### config.mk
export PLATFORM = sky130hd
export DESIGN_NAME = wb_arbiter
export DESIGN_NICKNAME = d
export VERILOG_FILES = /design/src/rtl/wb_arbiter.sv
export SDC_FILE = /design/constraint.sdc
export NUM_CORES = 1
export LEC_CHECK = 0
export ABC_CLOCK_PERIOD_IN_PS = 8790
export BUFFER_PORTS_ARGS = -buffer_cell sky130_fd_sc_hd__buf_2
export CAP_MARGIN = 10
export CORE_ASPECT_RATIO = 0.5
export CORE_MARGIN = 4
export CORE_UTILIZATION = 42
export CTS_CLUSTER_DIAMETER = 50
export CTS_CLUSTER_SIZE = 40
export DETAILED_ROUTE_END_ITERATION = 8
export PLACE_DENSITY = 0.83
export SYNTH_ARGS = -nofsm -noshare
export SYNTH_HDL_FRONTEND = slang
export SYNTH_SLANG_ARGS = --single-unit
### constraint.sdc
create_clock -name clk -period 8.79 [get_ports clk]
set_input_delay 0 -clock clk [delete_from_list [all_inputs] [get_ports clk]]
set_output_delay 0 -clock clk [all_outputs]
set_load 0.01 [all_outputs]
### src/rtl/wb_arbiter.sv
// Register-file write-back arbiter. Two requesters (ALU = 0, LSU = 1) share one
// registered write port. A per-register busy scoreboard supports decode hazard checks.
module wb_arbiter #(
  parameter int DATA_WIDTH = 64,
  parameter int NREG       = 32
) (
  input  logic                  clk,
  input  logic                  rst,

  input  logic                  req0_valid,
  input  logic [4:0]            req0_addr,
  input  logic [DATA_WIDTH-1:0] req0_data,
  output logic                  req0_ready,

  input  logic                  req1_valid,
  input  logic [4:0]            req1_addr,
  input  logic [DATA_WIDTH-1:0] req1_data,
  output logic                  req1_ready,

  input  logic                  iss_ena,
  input  logic [4:0]            iss_addr,
  input  logic [4:0]            rs1_addr,
  input  logic [4:0]            rs2_addr,
  output logic                  rs1_busy,
  output logic                  rs2_busy,

  output logic                  w_ena,
  output logic [4:0]            w_addr,
  output logic [DATA_WIDTH-1:0] w_data,
  output logic                  idle
);

  typedef enum logic {
    PRI_ALU = 1'b0,
    PRI_LSU = 1'b1
  } pri_e;

  pri_e                  rr;
  logic [NREG-1:0]       busy;
  logic [NREG-1:0]       busy_nxt;
  logic                  grant0;
  logic                  grant1;
  logic                  contended;
  logic                  xfer;
  logic [4:0]            sel_addr;
  logic [DATA_WIDTH-1:0] sel_data;

  // Grant is combinational; ready is forced low while reset is held.
  assign contended = req0_valid && req1_valid;
  assign grant0    = !rst && req0_valid && (!req1_valid || (rr == PRI_ALU));
  assign grant1    = !rst && req1_valid && (!req0_valid || (rr == PRI_LSU));
  assign xfer      = grant0 || grant1;

  assign req0_ready = grant0;
  assign req1_ready = grant1;

  assign sel_addr = grant1 ? req1_addr : req0_addr;
  assign sel_data = grant1 ? req1_data : req0_data;

  // NOTE: always_comb uses blocking '=' with a default first, so no latch is
  // inferred; the clocked block below uses '<=' only.
  always_comb begin
    busy_nxt = busy;
    if (w_ena) busy_nxt[w_addr] = 1'b0;
    // Set is applied after clear so a same-edge reissue keeps the bit busy.
    if (iss_ena && (iss_addr != 5'd0)) busy_nxt[iss_addr] = 1'b1;
    busy_nxt[0] = 1'b0;
  end

  // NOTE: the scoreboard is reset explicitly; a stale busy bit after reset
  // would stall decode forever, so it cannot be left as uninitialised storage.
  always_ff @(posedge clk or posedge rst) begin
    if (rst) begin
      rr     <= PRI_ALU;
      w_ena  <= 1'b0;
      w_addr <= '0;
      w_data <= '0;
      busy   <= '0;
    end else begin
      if (contended) rr <= grant0 ? PRI_LSU : PRI_ALU;
      w_ena <= xfer && (sel_addr != 5'd0);
      if (xfer) begin
        w_addr <= sel_addr;
        w_data <= sel_data;
      end
      busy <= busy_nxt;
    end
  end

  assign rs1_busy = (rs1_addr != 5'd0) && busy[rs1_addr];
  assign rs2_busy = (rs2_addr != 5'd0) && busy[rs2_addr];
  assign idle     = (busy == '0) && !w_ena;

endmodule

==> key figures, run 1 <==
Yosys
  • Netlist cell types: 37
  • Register area share after synthesis: 48.9%
  • Synthesized area: 5220 µm²
  • Synth Register Bits: 102
  • Share of the synthesized area in the top cell type: 48.9%
  • Main synth FF type: dfrtp_1
  • Synth top cells by count: 131 x o21ai_0, 102 x dfrtp_1, 86 x mux2i_1
  • Gate count after technology mapping: 524
  • Synthesized area per cell: 9.95 µm²
  • Top post-synthesis cells by area: dfrtp_1 49%, mux2i_1 17%, o21ai_0 13%
  • Yosys top cell by area: dfrtp_1
  • Post-synth ARST share: 100%
  • Number of synthesized flops with an enable pin: 0
  • Most frequent cell after synthesis: o21ai_0
  • Post-synth net total: 682
  • Warnings from Yosys: 0

Global routing
  • Vias in the first global route: 5,748
  • Largest net degree at the start of global routing: 77
  • Antenna violations before repair: 0
  • Gr ovfl total: 0
  • First-pass GRT wire length: 28,900 µm
  • GRT Total Usage: 25.0%

Setup path
  • Crit path cell chain: dlygate4sd3_1, buf_2, inv_4, buf_4, o211ai_1, buf_4, mux2i_1, dlygate4sd3_1, o21ai_0
  • Cell family with most CP delay: buffers and inverters
  • CP endpoint kind: flop
  • Buf/Inv on CP: 6
  • CP max stage delay: 0.71 ns
  • Critical Path RT: 9.02 ns
  • CP Max Fanout: 71
  • Crit-path slowest cell: buf_4
  • WP data arrival: 3.63 ns
  • Setup CP Type: primary input to flop
  • R2R cell count: 5
  • CP Depth: 9
  • Startpoint Class: primary input

Drt
  • Total wire length: 18,400 µm
  • DR iter-0 viols: 382
  • Residual DRC: 0
  • Drt via density: 5.46
  • 1st-pass router iterations: 5
  • DRT antenna net count: 0
  • Vias: 5,627
  • WL per Instance: 17.9 µm

Job
  • Maxcap violations: 0

Worst hold path
  • Hold path cells: 3
  • Hold Path Class: primary input to flop

Timing
  • # setup viols final: 0
  • Crit path time final: 3.40 ns
  • Rel. slew slack: 20.3%
  • Final period util: 38.7%
  • RSZ-0062 raised after global routing: false
  • Worst Hold Slack: -0.00235 ns
  • Final Hold Vio Count: 1
  • Max Fclk: 0.294 GHz
  • Clock skew: 0.00987 ns
  • TNS Setup: 0 ns
  • Max-slew violations: 0
  • Worst slew pin tran: 1.20 ns

Die
  • Starting Density: 43.5%
  • FP Rows: 28
  • CORE AREA: 12,000 µm²
  • DIE AREA: 14,400 µm²
  • Die Width: 166 µm
  • Die height: 86.8 µm
  • Boundary Pins: 233

Power
  • Leak: 4.02 nW
  • PD cells: 180 nW/µm²
  • VDD IR max: 0.113 mV

Status
  • Status: complete, but fails checks
  • Failing checks: hold timing

Final layout
  • Post-Layout Cell Count: 1,031
  • Area growth, synth to finish: 52.6%
  • # diodes: 0
  • Util after Layout: 66.4%
  • Layout Nets: 1,019
  • Multi-input logic area: 2480 µm²
  • FF+latch area: 2550 µm²
  • Fillers: 913
  • Share of layout cells above drive strength 1: 30.1%

Clocking
  • CTS tree: done
  • CTS Buffer Depth: 2
  • Post-CTS setup buffers: 0
  • CTS buffer count: 9
  • Hold_buf cts: 120
  • Worst-Skew Late Latency: 0.34 ns
  • Post-CTS Resized: 0
  • CTS H-Tree Depth: 3
  • CTS clock-pin slew for the worst setup and hold paths: 0.07 ns
  • Root Buffer: clkbuf_16
  • CTS sink cnt: 102

Placed design
  • Gpl congestion: 0.851
  • Buffers on Ports: 232
  • Placed cell count: 894
  • Hpwl dp: 11,300 µm
layer usage:
layer	global-route usage [%]	wire, µm
met2	46.2	9730
met4	11.1	825
met5	0	0
met3	5.65	1150
met1	28.3	6740
worst min-delay path: cells and delay by family:
family / cells / cell delay, ns
compound gates: 1 / 0.17
buf+inv: 1 / 0.08
mux: 1 / 0.05
state kept, by name, summed over array words and instances (netlist names):
register,count
w_addr,5
busy,31
rr,1
w_ena,1
w_data,64
area by class of cell:
| type | instances | area share [%] |
|---|---|---|
| flip-flops and latches | 102 | 32.1 |
| multi-input cells | 386 | 31.2 |
| repair buffers | 356 | 30.2 |
| clock buffers | 9 | 2.83 |
| well taps | 165 | 2.59 |
| clock inverters | 7 | 0.817 |
| inverters | 6 | 0.314 |
layout by cell type, fill, tap and decap left out, types with 6 or more instances in the layout:
master         instances
buf_2                232
nand3b_1              10
nor4_1                 8
nand2_1               79
mux2i_1               86
nor2_1                 6
nand3_1                6
dlygate4sd3_1        120
dfrtp_1              102
a221oi_1               8
clkbuf_16              9
o21ai_0              130
nor2b_1                9
kinds of logic after synthesis:
group | synth area share [%]
multiplexers | 17.8
AND/OR/NAND/NOR | 13.3
flip-flops | 48.9
buffers and inverters | 3.69
AO/OA/AOI/OAI | 16.3
report_power, final:
group | switching [mW] | internal, mW | total, mW
registers | 0.0983 | 0.566 | 0.664
clock network | 0.185 | 0.199 | 0.383
logic | 0.196 | 0.194 | 0.390
total | 0.479 | 0.958 | 1.44
final timing paths:
| path | startpoint | end | slack [ns] |
|---|---|---|---|
| worst max-delay path | rst | w_data[10]$_DFFE_PP0P_ | 5.39 |
| worst min-delay path | req0_data[11] | w_data[11]$_DFFE_PP0P_ | -0.002 |
| worst max register to register | rr$_DFFE_PP0P_ | w_data[10]$_DFFE_PP0P_ | 6.10 |
| worst min register to register | w_data[63]$_DFFE_PP0P_ | w_data[63]$_DFFE_PP0P_ | 0.48 |
| max in group asynchronous | rst | w_data[40]$_DFFE_PP0P_ | 7.33 |
| min in group asynchronous | rst | rr$_DFFE_PP0P_ | 0.28 |
per-stage QoR:
stage	setup slack (ns)	hold slack, ns	cell area, µm²	power [mW]
floorplan	5.29	0.0536	5220	0.833
global placement	6.15	0.0865	6450	0.972
detailed placement	6.08	0.0954	6450	0.991
CTS	5.43	0.000296	7940	1.43
global route	5.07	0.00665	7960	1.52
finish	5.39	-0.00235	7960	1.44
Power figures use the tool's default switching activity.
==> inputs of run 2 (changes only) <==
Settings changed: ABC_CLOCK_PERIOD_IN_PS 8790 to 3140.
Clock period 8.79 ns to 3.14 ns, I/O delays scaled along.
==> key figures, run 2 (synthesis results as in run 1) <==
Timing
  • Final period util: 72.5%
  • # setup viols final: 0 (unchanged)
  • Crit path time final: 2.28 ns
  • Max-slew violations: 0 (unchanged)
  • Rel. slew slack: 53.0% (+33 points)
  • Clock skew: 0.00506 ns (-0.00480 ns)
  • TNS Setup: 0 ns (unchanged)
  • Final Hold Vio Count: 0 (-1)
  • RSZ-0062 raised after global routing: false
  • Worst slew pin tran: 0.705 ns (-0.491 ns)
  • Max Fclk: 0.439 GHz

Final layout
  • # diodes: 0 (unchanged)
  • Area growth, synth to finish: 53.2%
  • Most frequent cells in the layout: 232 x buf_2, 130 x o21ai_0, 118 x dlygate4sd3_1
  • Most common cell after layout, fill and taps aside: buf_2
  • Biggest register: w_data
  • Fillers: 948 (+3.8%)
  • Max reg flops: 64 (unchanged)
  • Largest registers: w_data (64), busy (31), w_addr (5)
  • Share of layout cells above drive strength 1: 30.2% (+0.035 points)
  • Layout Nets: 1,018 (-0.098%)
  • Post-Layout Cell Count: 1,030 (-0.097%)

Placed design
  • Buffers on Ports: 232 (unchanged)
  • Gpl congestion: 0.847 (-0.41%)
  • Hpwl dp: 11,200 µm (-1.7%)
  • Placed cell count: 895 (+0.11%)

Clocking
  • CTS tree: done
  • Post-CTS setup buffers: 0 (unchanged)
  • Hold_buf cts: 117 (-2.5%)
  • CTS buffer count: 9 (unchanged)
  • CTS H-Tree Depth: 3 (unchanged)
  • Worst-Skew Late Latency: 0.33 ns (about the same)
  • Root Buffer: clkbuf_16
  • CTS clock-pin slew for the worst setup and hold paths: 0.07 ns (about the same)
  • Post-CTS Resized: 0 (unchanged)
  • CTS Buffer Depth: 2 (unchanged)
  • CTS sink cnt: 102 (unchanged)

Die
  • FP Rows: 28 (unchanged)
  • Boundary Pins: 233 (unchanged)
  • DIE AREA: 14,400 µm² (unchanged)
  • Die height: 86.8 µm (unchanged)
  • CORE AREA: 12,000 µm² (unchanged)
  • Starting Density: 43.5% (unchanged)
  • Die Width: 166 µm (unchanged)

Job
  • Maxcap violations: 0 (unchanged)

Drt
  • Total wire length: 17,700 µm (-3.8%)
  • Residual DRC: 0 (unchanged)
  • DR iter-0 viols: 318 (-17%)
  • WL per Instance: 17.2 µm (-3.7%)
  • 1st-pass router iterations: 5 (unchanged)
  • Drt via density: 5.37 (-1.5%)
  • Vias: 5,536 (-1.6%)
  • DRT antenna net count: 0 (unchanged)

Global routing
  • Vias in the first global route: 5,694 (-0.94%)
  • First-pass GRT wire length: 27,900 µm (-3.5%)
  • Antenna violations before repair: 0 (unchanged)
  • GRT Total Usage: 24.0% (-1.0 points)
  • Gr ovfl total: 0 (unchanged)
  • Largest net degree at the start of global routing: 77 (unchanged)

Worst hold path
  • Hold path cells: 3 (unchanged)
  • Hold Path Class: primary input to flop

Setup path
  • Critical Path RT: 3.33 ns (-5.69 ns)
  • Startpoint Class: flop
  • Setup CP Type: flop to flop
  • R2R cell count: 5 (unchanged)
  • CP Max Fanout: 71 (unchanged)
  • CP endpoint kind: flop
  • WP data arrival: 2.47 ns (-1.16 ns)

Power
  • Pint: 2.75 mW (+190%)
  • VDD IR max: 0.303 mV (+170%)
  • Sw Pwr: 1.29 mW (+170%)
  • Clock Power Share: 27.5% (+0.8 points)
  • Sw frac: 31.9% (-1.5 points)
  • PD cells: 505 nW/µm² (+180%)
  • Logic pwr share: 26.8% (-0.3 points)
  • Sequential share of power: 45.7% (-0.5 points)
  • Leak: 4.03 nW (+0.11%)

Status
  • Status: finished clean
[run 2: cell count changes in the layout (fill, tap and decap cells not counted), moves of 2 or more]
cell	change
clkinv_4	-3
dlygate4sd3_1	-2
clkinvlp_4	+2
inv_8	-2
[run 2: worst max-delay path, stage by stage (launching register included)]
cell and delay [ns]:
dfrtp_1 0.41, o211ai_1 0.27, buf_12 0.45, mux2i_1 0.30, dlygate4sd3_1 0.59, o21ai_0 0.08
[run 2: path summary, 6_finish.rpt]
| path | endpoint | startpoint | slack (ns) |
|---|---|---|---|
| worst max-delay path | w_data[39]$_DFFE_PP0P_ | rr$_DFFE_PP0P_ | 0.86 |
| worst min register to register | w_data[63]$_DFFE_PP0P_ | w_data[63]$_DFFE_PP0P_ | 0.47 |
| worst min-delay path | w_data[40]$_DFFE_PP0P_ | req0_data[40] | 0.001 |
| min in group asynchronous | rr$_DFFE_PP0P_ | rst | 0.45 |
| max in group asynchronous | busy[19]$_DFF_PP0_ | rst | 1.53 |
| worst max register to register | w_data[39]$_DFFE_PP0P_ | rr$_DFFE_PP0P_ | 0.86 |
[run 2: final cells by class]
| cell class | count | area, µm² | area share [%] |
|---|---|---|---|
| sequential | 102 | 2550 | 31.9 |
| multi-input combinational | 386 | 2480 | 31.1 |
| timing repair buffer | 355 | 2420 | 30.4 |
| clock buffer | 10 | 229 | 2.87 |
| tap | 165 | 206 | 2.58 |
| clock inverter | 6 | 67.6 | 0.846 |
| inverter | 6 | 26.3 | 0.329 |
[run 2: metrics by stage]
| stage | worst slack (ns) | util, % | power (mW) | hold slack [ns] | instance area, µm² |
|---|---|---|---|---|---|
| 2_1_floorplan | 0.486 | - | 2.33 | 0.0536 | 5220 |
| 3_3_place_gp | 1.42 | 54.1 | 2.72 | 0.234 | 6480 |
| 3_5_place_dp | 1.35 | 54.1 | 2.77 | 0.240 | 6480 |
| 4_1_cts | 0.942 | 66.4 | 4.01 | 0.000692 | 7950 |
| 5_1_grt | 0.759 | 66.7 | 4.26 | 0.00518 | 7990 |
| 6_report | 0.864 | 66.7 | 4.04 | 0.00101 | 7990 |
[run 2: per-layer routing]
layer | part of all wire, % | GRT usage (%) | vias to the layer above
li1 | - | - | 2586
met1 | 37 | 26.6 | 2627
met2 | 53 | 44.8 | 238
met3 | 4.8 | 4.69 | 85
met4 | 4.8 | 12.4 | 0
met5 | 0 | 0 | -
[run 2: power by group through the flow]
stage | Combinational [mW] | Clock [mW] | Sequential, mW
after global routing | 1.19 | 1.18 | 1.89
after global placement | 0.877 | 0 | 1.84
final | 1.08 | 1.11 | 1.85
after floorplan | 0.502 | 0 | 1.83
after detailed placement | 0.910 | 0 | 1.86
after CTS | 1.05 | 1.12 | 1.83
